==> src/rtl/ex_ff_stage.sv <==
// ex_ff_stage: EX->FF pipeline register for the dual-issue SPU.
// Carries per-pipe rt result/address/write-enable/unit-id plus memory address
// and branch info across a valid/ready handshake, with flush and a saturating
// stall counter.
// Optional feature: define EX_FF_SKID_EN to add a one-entry skid buffer so that
// in_ready becomes a registered signal, not a combinational function of out_ready.
module ex_ff_stage #(
  parameter int NUM_PIPES = 2,
  parameter int DATA_W    = 128,
  parameter int ADDR_W    = 7,
  parameter int UID_W     = 3,
  parameter int PC_W      = 32
) (
  input  logic                          clk,
  input  logic                          rst,
  input  logic                          flush,
  input  logic                          in_valid,
  output logic                          in_ready,
  input  logic [NUM_PIPES*DATA_W-1:0]   ex_rt,
  input  logic [NUM_PIPES*ADDR_W-1:0]   ex_rtaddr,
  input  logic [NUM_PIPES-1:0]          ex_wreg,
  input  logic [NUM_PIPES*UID_W-1:0]    ex_uid,
  input  logic [PC_W-1:0]               ex_memory_addr,
  input  logic                          ex_branch_flag,
  input  logic [PC_W-1:0]               ex_branch_target,
  input  logic [PC_W-1:0]               ex_link_addr,
  input  logic                          ex_is_in_delay,
  output logic                          out_valid,
  input  logic                          out_ready,
  output logic [NUM_PIPES*DATA_W-1:0]   ff_rt,
  output logic [NUM_PIPES*ADDR_W-1:0]   ff_rtaddr,
  output logic [NUM_PIPES-1:0]          ff_wreg,
  output logic [NUM_PIPES*UID_W-1:0]    ff_uid,
  output logic [PC_W-1:0]               ff_memory_addr,
  output logic                          ff_branch_flag,
  output logic [PC_W-1:0]               ff_branch_target,
  output logic [PC_W-1:0]               ff_link_addr,
  output logic                          ff_is_in_delay,
  output logic [15:0]                   stall_cnt
);

  // One bundle as it travels through the handshake. Link address and
  // delay-slot flag are not part of it: they are plain per-cycle registers.
  typedef struct packed {
    logic [NUM_PIPES*DATA_W-1:0] rt;
    logic [NUM_PIPES*ADDR_W-1:0] rtaddr;
    logic [NUM_PIPES-1:0]        wreg;
    logic [NUM_PIPES*UID_W-1:0]  uid;
    logic [PC_W-1:0]             memory_addr;
    logic                        branch_flag;
    logic [PC_W-1:0]             branch_target;
  } bundle_t;

  bundle_t         in_bundle;
  bundle_t         main_q, main_d;
  logic            out_valid_q, out_valid_d;
  logic [PC_W-1:0] link_q;
  logic            delay_q;
  logic [15:0]     stall_cnt_q, stall_cnt_d;
  logic            accept;
  logic            retire;

  // Pack the incoming EX fields into one bundle.
  always_comb begin
    in_bundle.rt            = ex_rt;
    in_bundle.rtaddr        = ex_rtaddr;
    in_bundle.wreg          = ex_wreg;
    in_bundle.uid           = ex_uid;
    in_bundle.memory_addr   = ex_memory_addr;
    in_bundle.branch_flag   = ex_branch_flag;
    in_bundle.branch_target = ex_branch_target;
  end

  assign accept = in_valid & in_ready;
  assign retire = out_valid_q & out_ready;

`ifdef EX_FF_SKID_EN
  bundle_t skid_q, skid_d;
  logic    skid_valid_q, skid_valid_d;

  // Ready depends only on skid occupancy, so it is a register output.
  assign in_ready = !skid_valid_q;

  // Next-state for main and skid entries; order is main first, then skid.
  always_comb begin
    // NOTE: every always_comb target gets a default first so no path leaves it unassigned (no latch).
    main_d       = main_q;
    out_valid_d  = out_valid_q;
    skid_d       = skid_q;
    skid_valid_d = skid_valid_q;
    if (flush) begin
      out_valid_d  = 1'b0;
      skid_valid_d = 1'b0;
    end else if (!out_valid_q || retire) begin
      // Main is free this edge: refill it from skid first, else from EX.
      if (skid_valid_q) begin
        main_d       = skid_q;
        out_valid_d  = 1'b1;
        skid_valid_d = accept;
        if (accept) begin
          skid_d = in_bundle;
        end
      end else if (accept) begin
        main_d      = in_bundle;
        out_valid_d = 1'b1;
      end else begin
        out_valid_d = 1'b0;
      end
    end else if (accept) begin
      // Main is stuck: park the new bundle in skid.
      skid_d       = in_bundle;
      skid_valid_d = 1'b1;
    end
  end

  // Skid occupancy register.
  always_ff @(posedge clk) begin
    if (rst) begin
      skid_valid_q <= 1'b0;
    end else begin
      skid_valid_q <= skid_valid_d;
    end
  end

  // Skid payload register.
  always_ff @(posedge clk) begin
    // NOTE: payload needs no reset; skid_valid_q alone decides whether it is ever used.
    skid_q <= skid_d;
  end
`else
  // Ready whenever main is empty or being retired this cycle.
  assign in_ready = !out_valid_q | out_ready;

  // Next-state for the single main entry.
  always_comb begin
    // NOTE: every always_comb target gets a default first so no path leaves it unassigned (no latch).
    main_d      = main_q;
    out_valid_d = out_valid_q;
    if (flush) begin
      out_valid_d = 1'b0;
    end else if (accept) begin
      main_d      = in_bundle;
      out_valid_d = 1'b1;
    end else if (retire) begin
      out_valid_d = 1'b0;
    end
  end
`endif

  // Saturating count of cycles where FF holds a bundle it cannot consume.
  always_comb begin
    stall_cnt_d = stall_cnt_q;
    if (out_valid_q && !out_ready && (stall_cnt_q != 16'hFFFF)) begin
      stall_cnt_d = stall_cnt_q + 16'd1;
    end
  end

  // Main register, pass-through registers and stall counter.
  always_ff @(posedge clk) begin
    // NOTE: sequential state uses non-blocking assignments so all registers update from pre-edge values.
    if (rst) begin
      main_q      <= '0;
      out_valid_q <= 1'b0;
      link_q      <= '0;
      delay_q     <= 1'b0;
      stall_cnt_q <= '0;
    end else begin
      main_q      <= main_d;
      out_valid_q <= out_valid_d;
      link_q      <= ex_link_addr;
      delay_q     <= ex_is_in_delay;
      stall_cnt_q <= stall_cnt_d;
    end
  end

  // Write enables and branch flag are gated so an empty stage never writes or redirects.
  assign out_valid        = out_valid_q;
  assign ff_rt            = main_q.rt;
  assign ff_rtaddr        = main_q.rtaddr;
  assign ff_wreg          = main_q.wreg & {NUM_PIPES{out_valid_q}};
  assign ff_uid           = main_q.uid;
  assign ff_memory_addr   = main_q.memory_addr;
  assign ff_branch_flag   = main_q.branch_flag & out_valid_q;
  assign ff_branch_target = main_q.branch_target;
  assign ff_link_addr     = link_q;
  assign ff_is_in_delay   = delay_q;
  assign stall_cnt        = stall_cnt_q;

endmodule
==> config.mk <==
export PLATFORM = sky130hd
export DESIGN_NAME = ex_ff_stage
export DESIGN_NICKNAME = d
export VERILOG_FILES = /design/src/rtl/ex_ff_stage.sv
export SDC_FILE = /design/constraint.sdc
export NUM_CORES = 1
export LEC_CHECK = 0
export BUFFER_PORTS_ARGS = -buffer_cell sky130_fd_sc_hd__buf_2
export CAP_MARGIN = 25
export CORE_AREA = 2 2 306 308
export CTS_BUF_LIST = sky130_fd_sc_hd__clkbuf_4
export CTS_CLUSTER_SIZE = 20
export DETAILED_ROUTE_END_ITERATION = 16
export DIE_AREA = 0 0 308 310
export MAX_ROUTING_LAYER = met4
export PLACE_DENSITY_LB_ADDON = 0.05
export SYNTH_ARGS = -nofsm -noshare
export SYNTH_HDL_FRONTEND = slang
export SYNTH_SLANG_ARGS = --single-unit
==> constraint.sdc <==
create_clock -name clk -period 2.2 [get_ports clk]
set_input_delay 0.22 -clock clk [delete_from_list [all_inputs] [get_ports clk]]
set_output_delay 0.22 -clock clk [all_outputs]
set_load 0.02 [all_outputs]
==> flow_summary.yaml, run 1 <==
status:
  status: "stopped before the end"
  haltStage: "4_1_cts"
  stop_error: "[ERROR RSZ-0060] Max buffer count reached."
placed_design:
  dp_hpwl_mm: 49.2
  dp_slack_ns: 0.350
  portBuffers: 774
  place_area_um2: 18900
  dp.cells: 3557
  globalplace.congestion: 0.754
yosys:
  syn-num-nets: 2380
  synth.largest_area_cell: "dfxtp_1"
  synth-edff-count: 0
  yosysMostFrequentCell: "nand2_1"
  synth-seq-cells: 393
  synth_area_leaders: "dfxtp_1 (49%), nand2_1 (16%), buf_4 (16%), a21oi_1 (11%), buf_2 (1.9%)"
  synth_commonest_cells: "nand2_1 (691), dfxtp_1 (393), a21oi_1 (350)"
  async_flop_share: 0
  synth.distinct_cells: 41
  synth_top_area_frac: 0.490
  yosys_most_used_dff: "dfxtp_1"
  syn_area_per_cell_um2: 8.04
  yosysSeqAreaShare: 0.490
  ys.warnings.count: 0
  netlist_instances: 1998
  synth_area_um2: 16100
clocking:
  cts_hold_buf: 753
  ctsLongestPathBuffers: 3
  h-tree-depth: 4
  cts_resized: 3
  cts.sinks: 393
  cts-root-buf: "clkbuf_4"
  numCtsBuffers: 132
  postCtsSetupRepairBufs: 0
die:
  pin_count: 775
  initial_core_util: 0.174
  die_h_um: 310
  placementRows: 112
  die_x_um: 308
==> logic make-up after synthesis <==
kind of cell             Yosys count  share of synthesized area
multiplexers                       2                    0.00156
flip-flops                       393                      0.490
AND/OR/NAND/NOR                  768                      0.193
AO/OA/AOI/OAI                    367                      0.118
buffers and inverters            465                      0.196
XOR/XNOR                           2                    0.00109
adder cells (fa/ha/maj)            1                   0.000779
==> metrics by stage <==
stage	hold WS [ns]	util
2_1_floorplan	0.299	-
3_3_place_gp	0.428	0.205
3_5_place_dp	0.434	0.205
==> run 2, diff against run 1 <==
==> config.mk (replaced) <==
export PLATFORM = sky130hd
export DESIGN_NAME = ex_ff_stage
export DESIGN_NICKNAME = d
export VERILOG_FILES = /design/src/rtl/ex_ff_stage.sv
export SDC_FILE = /design/constraint.sdc
export NUM_CORES = 1
export LEC_CHECK = 0
export BUFFER_PORTS_ARGS = -buffer_cell sky130_fd_sc_hd__buf_2
export CAP_MARGIN = 25
export CORE_AREA = 2 2 300 302
export DETAILED_ROUTE_END_ITERATION = 16
export DIE_AREA = 0 0 302 304
export PLACE_DENSITY_LB_ADDON = 0.15
export SYNTH_ARGS = -nofsm -noshare
export SYNTH_HDL_FRONTEND = slang
export SYNTH_SLANG_ARGS = --single-unit
==> run 2 against run 1 <==
Compared with the run above:
- the run now ends clean
- synthesized cell count stayed put
- synthesized area did not move
==> flow_summary.yaml, run 2 <==
status:
  status: "complete, no violations"
timing:
  setup_viol: 0
  period_minus_slack_ns: 1.92
  final.setup.tns_ns: 0
  fin_crit_sh: 0.875
  fin_skew_ns: 0.0105
  fmax_ghz: 0.520
  tightest_slew_ns: 0.617
  grt_setup_unrepaired: "false"
  maxSlewHeadroom: 0.589
  drv_slew: 0
  finalHoldViolCount: 0
power:
  internal_power_w: 0.0137
  netSwitchingFraction: 0.258
  ir_worst_vdd_uv: 558
  pwr-share-seq: 0.411
  clkPwrFrac: 0.450
  p_leak_nw: 10.9
  p_per_area_nw_per_um2: 758
  netSwitchingPower_w: 0.00476
  p_comb_frac: 0.139
yosys:
  yosysMostFrequentCell: "nand2_1"
  syn-num-nets: 2380
  synth.distinct_cells: 41
  netlist_instances: 1998
  synth-seq-cells: 393
  yosysSeqAreaShare: 0.490
  async_flop_share: 0
  synth_commonest_cells: "nand2_1 (691), dfxtp_1 (393), a21oi_1 (350)"
  syn_area_per_cell_um2: 8.04
  ys.warnings.count: 0
  synth-edff-count: 0
  synth_top_area_frac: 0.490
  synth.largest_area_cell: "dfxtp_1"
  synth_area_leaders: "dfxtp_1 (49%), nand2_1 (16%), buf_4 (16%), a21oi_1 (11%), buf_2 (1.9%)"
  synth_area_um2: 16100
  yosys_most_used_dff: "dfxtp_1"
detailed_routing:
  drt-vias-per-instance: 3.79
  drt_iter0_markers: 619
  vias: 15200
  drc: 0
  first_pass_iters: 5
  drtAntennaViolNets: 0
  avgRoutedWirePerCell_um: 14.6
  wl_mm: 58.5
grt:
  gr-usage-all-layers: 0.121
  grt_antenna_before_repair: 3
  grt_pass1_vias: 15700
  grt_pass1_wl_mm: 88.3
  grt-ovfl-total: 0
  grt_max_degree: 57
die:
  die_x_um: 302
  dieArea_um2: 91800
  initial_core_util: 0.180
  placementRows: 110
  die_h_um: 304
  coreArea_um2: 89000
  pin_count: 775
clocking:
  numCtsBuffers: 49
  clk_pin_slew_ns: 0.06
  cts_resized: 0
  clock_latency_ns: 0.58
  cts_tree: "built"
  cts-root-buf: "clkbuf_16"
  ctsLongestPathBuffers: 3
  h-tree-depth: 2
  cts.sinks: 393
placed_design:
  globalplace.congestion: 0.807
  dp_hpwl_mm: 42.6
  portBuffers: 774
layout:
  nNetsFinal: 3174
  fillers: 9745
  largest_reg_flops: 256
  layout_common_cells: "buf_2 (773), nand2_1 (691), dfxtp_1 (393), dlygate4sd3_1 (378), a21oi_1 (350)"
  mostFrequentLayoutCell: "buf_2"
  drive_gt1_frac: 0.327
  synthToLayoutAreaGrowth_pct: 52.0
  utilization: 0.274
critical_path:
  critPathKind: "reg -> reg"
  end_kind: "flop"
  crit_chain: "ha_1, nand3_2, o41ai_4, buf_4, nor4_2, mux2_4"
  crit_arrival_ns: 2.40
  cp.required_ns: 2.67
  critPathLaunchType: "flop"
  max_stage_delay_ns: 0.42
  crit_fanout: 23
  cpMaxStageDelayCell: "dfxtp_1"
worst_hold_path:
  hp-class: "in -> reg"
flow_run:
  drv_cap: 0
-- run 2: cell counts after synthesis --
Identical to the previous run, type by type.
-- run 2: worst paths after layout --
check	startpoint	endpoint	slack [ns]	cells after the start
worst max-delay path	stall_cnt[0]	stall_cnt[14]	0.28	6
worst min-delay path	rst	ff_rt[5]	0.05	2
worst max register to register	stall_cnt[0]	stall_cnt[14]	0.28	6
worst min register to register	ff_branch_target[31]	ff_branch_target[31]	0.45	2
-- run 2: cell type report --
class | count | area (um2) | area share
Tap cell | 1176 | 1470 | 0.0603
Multi-Input combinational cell | 1140 | 5050 | 0.207
Timing Repair Buffer | 1205 | 8330 | 0.341
Sequential cell | 393 | 7870 | 0.322
Clock inverter | 11 | 143 | 0.00584
Inverter | 3 | 11.3 | 0.000461
Clock buffer | 77 | 1520 | 0.0624
Antenna cell | 2 | 5.00 | 0.000205
-- run 2: through the flow --
stage / power (W) / hold WS, ns / instance area, um2 / cells / worst slack (ns)
after floorplan: 0.00917 / 0.299 / 16100 / 1998 / 0.251
after global placement: 0.00980 / 0.428 / 18900 / 3539 / 0.279
after detailed placement: 0.00982 / 0.435 / 18900 / 3539 / 0.301
after CTS: 0.0189 / 0.0405 / 24400 / 4005 / 0.284
after global routing: 0.0194 / 0.0359 / 24400 / 4006 / 0.186
final: 0.0185 / 0.0478 / 24400 / 4007 / 0.276
-- run 2: metal layers --
metal  track usage  vias to the layer above  part of all wire
met4        0.0403                        4             0.030
met1         0.130                     6968              0.39
met5             0                        -           0.00036
met2         0.225                      498              0.51
met3        0.0339                       98             0.073
li1              -                     7611                 -
-- run 2: logic make-up (layout without fill, tap and decap cells) --
kind of cell	count (synthesis)	count (layout)	synth area share
AND/OR/NAND/NOR	768	768	0.193
buffers and inverters	465	1296	0.196
flip-flops	393	393	0.490
AO/OA/AOI/OAI	367	367	0.118
XOR/XNOR	2	2	0.00109
multiplexers	2	2	0.00156
adder cells (fa/ha/maj)	1	1	0.000779
other	0	2	0
-- run 2: timing repair --
item,4_1_cts,5_1_grt
hold endpoints to repair,377,0
setup buffers,0,0
hold buffers,378,0
-- run 2: critical path, delay by kind of cell (launching register included) --
kind	cells	cell delay (ns)
flops	1	0.42
mux	1	0.29
buf+inv	1	0.29
simple gates	2	0.20
fa+ha+maj	1	0.24
compound gates	1	0.35
-- run 2: power by group through the flow --
stage	Combinational, W	Sequential [W]	Clock (W)
after floorplan	0.00141	0.00776	0
after global placement	0.00206	0.00774	0
after detailed placement	0.00206	0.00775	0
after CTS	0.00262	0.00760	0.00872
after global routing	0.00280	0.00764	0.00894
final	0.00258	0.00760	0.00831
Note: power is estimated with default switching activity, not from simulation.
